$ cat config.mk
export PLATFORM = sky130hd
export DESIGN_NAME = fixed_dwn_row_flatten_sequencer
export DESIGN_NICKNAME = d
export VERILOG_FILES = /design/src/rtl/fixed_dwn_row_flatten_sequencer.sv
export SDC_FILE = /design/constraint.sdc
export NUM_CORES = 1
export LEC_CHECK = 0
export BUFFER_PORTS_ARGS = -buffer_cell sky130_fd_sc_hd__buf_2
export CAP_MARGIN = 20
export CORE_AREA = 5 5 42 44
export CTS_CLUSTER_DIAMETER = 120
export DETAILED_ROUTE_END_ITERATION = 10
export DIE_AREA = 0 0 47 49
export SYNTH_ARGS = -nofsm -noshare
export SYNTH_HDL_FRONTEND = slang
export SYNTH_SLANG_ARGS = --single-unit
$ cat constraint.sdc
create_clock -name clk -period 2.9 [get_ports clk]
set_clock_uncertainty 0.05 [all_clocks]
set_input_delay 0.29 -clock clk [delete_from_list [all_inputs] [get_ports clk]]
set_output_delay 0.29 -clock clk [all_outputs]
set_load 0.01 [all_outputs]
$ cat src/rtl/fixed_dwn_row_flatten_sequencer.sv
// Row-serial to flat-vector sequencer for the DWN flatten stage.
// Collects IN_ROWS rows of IN_COLS bits, emits the frame as one beat and flags last-row framing errors.
module fixed_dwn_row_flatten_sequencer #(
    parameter int IN_COLS = 2,
    parameter int IN_ROWS = 2
) (
    input  logic                       clk,
    input  logic                       rst,
    input  logic [IN_COLS-1:0]         data_in_0,
    input  logic                       data_in_0_valid,
    output logic                       data_in_0_ready,
    input  logic                       data_in_0_last,
    output logic [IN_COLS*IN_ROWS-1:0] data_out_0,
    output logic                       data_out_0_valid,
    input  logic                       data_out_0_ready,
    output logic                       frame_err
);

    // state | meaning
    // FILL  | collecting rows into the buffer
    // FULL  | complete frame presented on data_out_0
    typedef enum logic {
        FILL = 1'b0,
        FULL = 1'b1
    } state_t;

    localparam int CW = (IN_ROWS > 1) ? $clog2(IN_ROWS) : 1;
    localparam logic [CW-1:0] LAST_ROW = CW'(IN_ROWS - 1);

    state_t                     r_state;
    state_t                     w_state_nxt;
    logic [CW-1:0]              r_row_cnt;
    logic [CW-1:0]              w_row_cnt_nxt;
    logic [IN_COLS*IN_ROWS-1:0] r_buf;
    logic                       r_err;
    logic                       w_err_nxt;
    logic                       w_accept;
    logic                       w_wr;

    assign data_in_0_ready  = (r_state == FILL) || ((r_state == FULL) && data_out_0_ready);
    assign w_accept         = data_in_0_valid && data_in_0_ready;
    assign data_out_0       = r_buf;
    assign data_out_0_valid = (r_state == FULL);
    assign frame_err        = r_err;

    always_ff @(posedge clk or posedge rst) begin
        if (rst) begin
            r_state   <= FILL;
            r_row_cnt <= '0;
            r_err     <= 1'b0;
        end else begin
            r_state   <= w_state_nxt;
            r_row_cnt <= w_row_cnt_nxt;
            r_err     <= w_err_nxt;
        end
    end

    // row_cnt is always zero while FULL, so an accept during the output
    // handshake naturally lands in row 0 of the next frame.
    always_comb begin
        w_state_nxt   = r_state;
        w_row_cnt_nxt = r_row_cnt;
        w_err_nxt     = 1'b0;
        w_wr          = 1'b0;
        if ((r_state == FULL) && data_out_0_ready) begin
            w_state_nxt = FILL;
        end
        if (w_accept) begin
            if (r_row_cnt == LAST_ROW) begin
                w_wr          = 1'b1;
                w_row_cnt_nxt = '0;
                w_state_nxt   = FULL;
                w_err_nxt     = ~data_in_0_last;
            end else if (data_in_0_last) begin
                w_row_cnt_nxt = '0;
                w_err_nxt     = 1'b1;
            end else begin
                w_wr          = 1'b1;
                w_row_cnt_nxt = r_row_cnt + 1'b1;
            end
        end
    end

    always_ff @(posedge clk or posedge rst) begin
        if (rst) begin
            r_buf <= '0;
        end else if (w_wr) begin
            r_buf[r_row_cnt*IN_COLS +: IN_COLS] <= data_in_0;
        end
    end

endmodule

# After elaboration in Yosys (flattened, before gate mapping)
# Cells that the tools add are included.
# totals
register_bits,7
output_inout_bits,7
elab_cells,25
# op_classes
n_addsub,2
shifts,2
mux,12
n_bitwise,2
n_reduce_logical,3
# op_table
op,n
negation 2 -> 34 bit,1
"variable shift 2 x 34 -> 4 bit, first input constant",1
variable part select 2 x 34 -> 4 bit,1
two-way mux 1 bit,11
bitwise mux 4 bit,1
logical AND 1 bit,2
NOT 1 bit,2
"adder 1 bit, second input constant",1
logical OR 1 bit,1

# Longest topological paths before layout
# depth
word_depth,4
ltp_mapped,4
ltp_nobuf,4

# Worst setup path before layout
# OpenSTA, ideal clock, no wires.
# synth_path
path_kind,register to register
from,register r_row_cnt
to,"register r_buf[0], in the netlist data_out_0[0]"
arrival_ns,1.200
required_time_ns,2.725
setup_slack_ns,1.524
path_stages_with_launch,5
path_buffers,0
synth_period_minus_slack_ns,1.376
cell_sequence,dfrtp_1 -> inv_1 -> ha_1 -> and4b_4 -> mux2_4
# synth_between
elab_chain_cells,3
# synth_rtl
item,line,rtl
from (decl),32,logic [CW-1:0] r_row_cnt;
from (signal assigned),53,r_row_cnt <= w_row_cnt_nxt;
negation 2 -> 34 bit,88,r_buf[r_row_cnt*IN_COLS +: IN_COLS] <= data_in_0;
variable part select 2 x 34 -> 4 bit / variable shift 2 x 34 -> 4 bit (equally long branches),88,
bitwise mux 4 bit,88,
"to (signal, indexed assignment)",88,
to (decl),34,logic [IN_COLS*IN_ROWS-1:0] r_buf;
# Several ways; a longest one is shown, not always the timed one.
# A chain may end at the register's enable or synchronous reset.

# Final worst setup path
# Same ends and word-level chain as after synthesis.

==> flow_summary.toml <==
[clocking]
cts_tree = "yes"
cts_buffers = 3
cts_sinks = 7
clkTransAtPathRegs_ns = 0.05
cts_resized = 0
clk_latency_ns = 0.24
cts.path.max_buffers = 2
htree_levels = 1
cts_root_buf = "clkbuf_4"
cts_setup_buffers = 0

[worst_hold_path]
hold_path_startpoint = "data_in_0[1]"
hold_end = "data_out_0[3]"
worstHoldPathCells = 2
hp-class = "input pin to register"

[power_and_ir_drop]
power.leakage_nw = 0.238
pwr-share-clk_pct = 25.1
p_per_area_nw_per_um2 = 763
internal_power_w = 0.000243
switchingPower_w = 0.000101
power_frac_comb_pct = 32.4
seq_power_share_pct = 42.5
switching_share_pct = 29.4
total_power_w = 0.000344
ir_worst_vdd_mv = 0.289

[logic_synthesis]
ys_seq_elements = 7
synth_warnings = 0
synth_top_area_cell = "dfrtp_1"
syn_area_um2 = 340
synth_top_area_share_pct = 51.5
synth_nets = 34
syn-instance-count = 25
synthTopCellsByArea = "dfrtp_1 (51%), mux2_4 (8.8%), ha_1 (7.4%), and4b_4 (4.0%), nand2b_4 (4.0%)"
synth_cell_types = 14
ys_seq_area_share_pct = 51.5
synth.avg_cell_area_um2 = 13.6

[die]
die_area_um2 = 2300
start_util_pct = 24.3
core_area_um2 = 1400
die_h_um = 49
ioPinCount = 14
num_rows = 14
die_w_um = 47

[global_routing]
grt_pass1_wl_mm = 1.13
grt_util_met3_pct = 5.90
antenna_found_initial = 0
grt_use_met2_pct = 9.05
use_met1_pct = 8.97
grt_overflow_total = 0
grt_pass1_vias = 261
grt_max_degree = 8
grt_usage_pct = 7.02
busiest_layer = "met2"

[timing]
worstMarginPinSlew_ns = 0.274
slew_violations = 0
setup-violations-final = 0
tns_ns = 0
fmax_ghz = 0.688
rsz0062_at_grt = "false"
post-route-min-period_ns = 1.45
min_period_over_period_pct = 50.1
layout_setup_ws_ns = 1.45
final_hold_viol_count = 0
relSlewSlack_pct = 81.7

[placement]
place.port_buffers = 13
hpwl_um = 524
gp_congestion = 0.754
dp_cells = 53
post-place-ws_ns = 1.45

[worst_setup_path]
cp-start-kind = "register"
rrSetupSlack_ns = 1.45
crit_family = "flip-flops"
crit_chain = "inv_1 -> ha_1 -> and4b_4 -> mux2_4"
cpPeakStageDelay_ns = 0.36
path_buf_inv = 1
r2r_cells = 4
crit_type = "register to register"
required_ns = 2.98
arrival_ns = 1.53
r2r_start = "r_row_cnt"
rr_endpoint = "data_out_0[0]"
crit_fanout = 4
end_kind = "register"
cp_slowest_cell = "dfrtp_1"

[drt]
vias_per_cell = 4.17
drc = 0
drt-wirelength-per-cell_um = 11.8
ant_nets = 0
firstDrtPassIters = 1
wirelength_um = 686
vias = 242
drtIter0Drc = 0

[finish]
layout-drive-gt1-share_pct = 54.8
multi_input_comb_area_um2 = 143
utilization_pct = 32.1
final_cells = 58
syn2layout_area_growth_pct = 32.4
ff_latch_area_um2 = 175
nets = 52
num-fill-cells = 143
antennaDiodeCount = 0

[status]
status = "complete, no violations"

[flow_run]
maxCapViolCount = 0
[synth_stat cells]
cell	n
mux2_4	2
a21oi_1	1
mux2_1	1
ha_1	2
inv_1	3
and3_2	1
mux2_2	1
and4b_4	1
nand2_1	2
nand4b_1	1
a31o_2	1
buf_6	1
nand2b_4	1
dfrtp_1	7
[power groups by stage]
stage               registers, W  clock network, W  logic [W]
global placement        0.000147                 0   0.000109
global route            0.000150         0.0000974   0.000124
finish                  0.000146         0.0000863   0.000111
floorplan               0.000162                 0  0.0000548
detailed placement      0.000148                 0   0.000112
CTS                     0.000147         0.0000906   0.000114
[what timing repair did]
item                                    in CTS  in global routing
endpoints found under the setup margin       0                  0
endpoints found under the hold margin        7                  0
hold buffers                                 1                  0
[per-layer routing]
layer	routed length, µm	part of all wire, %	vias to the layer above
li1	-	-	119
met1	307	45	107
met2	270	39	16
met3	108	16	0
met4	0	0	0
met5	0	0	-
[kinds of logic (layout without fill, tap and decap cells)]
| logic type | after synthesis | count (layout) | share of synthesized area, % |
|---|---|---|---|
| fa+ha+maj | 2 | 2 | 7.35 |
| flops | 7 | 7 | 51.5 |
| compound gates | 2 | 2 | 4.04 |
| buf+inv | 4 | 21 | 6.62 |
| mux | 4 | 4 | 15.4 |
| simple gates | 6 | 6 | 15.1 |
[cell usage in the layout, fill, tap and decap left out, drive strengths merged]
| cell type | netlist | final |
|---|---|---|
| clkbuf | 0 | 4 |
| and3 | 1 | 1 |
| nand4b | 1 | 1 |
| mux2 | 4 | 4 |
| a21oi | 1 | 1 |
| and4b | 1 | 1 |
| a31o | 1 | 1 |
| nand2 | 2 | 2 |
| buf | 1 | 13 |
| nand2b | 1 | 1 |
| ha | 2 | 2 |
| inv | 3 | 3 |
| dlygate4sd3 | 0 | 1 |
| dfrtp | 7 | 7 |
[flip-flops by register name, indices dropped and copies added, names as in the netlist]
signal,cells
data_out_0_valid,1
frame_err,1
r_row_cnt,1
data_out_0,4
[stage by stage]
step,hold WS [ns],instance area (µm²)
finish,0.227,450
global route,0.213,450
CTS,0.224,450
detailed placement,0.187,414
global placement,0.177,414
floorplan,0.0434,340
[cell type report]
cell class / count / area share [%]
clock buffers: 4 / 5.83
inverters: 3 / 2.50
multi-input cells: 14 / 31.7
flip-flops and latches: 7 / 38.9
well taps: 16 / 4.44
repair buffers: 14 / 16.7
[how the worst max path moves through the flow]
stage / from / endpoint / slack, ns / cells past startpoint
after detailed placement: r_row_cnt / data_out_0[0] / 1.45 / 4
final: r_row_cnt / data_out_0[0] / 1.45 / 4
after CTS: r_row_cnt / data_out_0[0] / 1.45 / 4
after global routing: r_row_cnt / data_out_0[0] / 1.39 / 4
after floorplan: r_row_cnt / data_out_0[0] / 1.52 / 4
after global placement: r_row_cnt / data_out_0[0] / 1.49 / 4
[worst reg2reg max path: stages (launching register included)]
cell and delay (ns):
dfrtp_1 0.36, inv_1 0.09, ha_1 0.19, and4b_4 0.34, mux2_4 0.30
No activity file was read; power rests on OpenSTA's default activity.
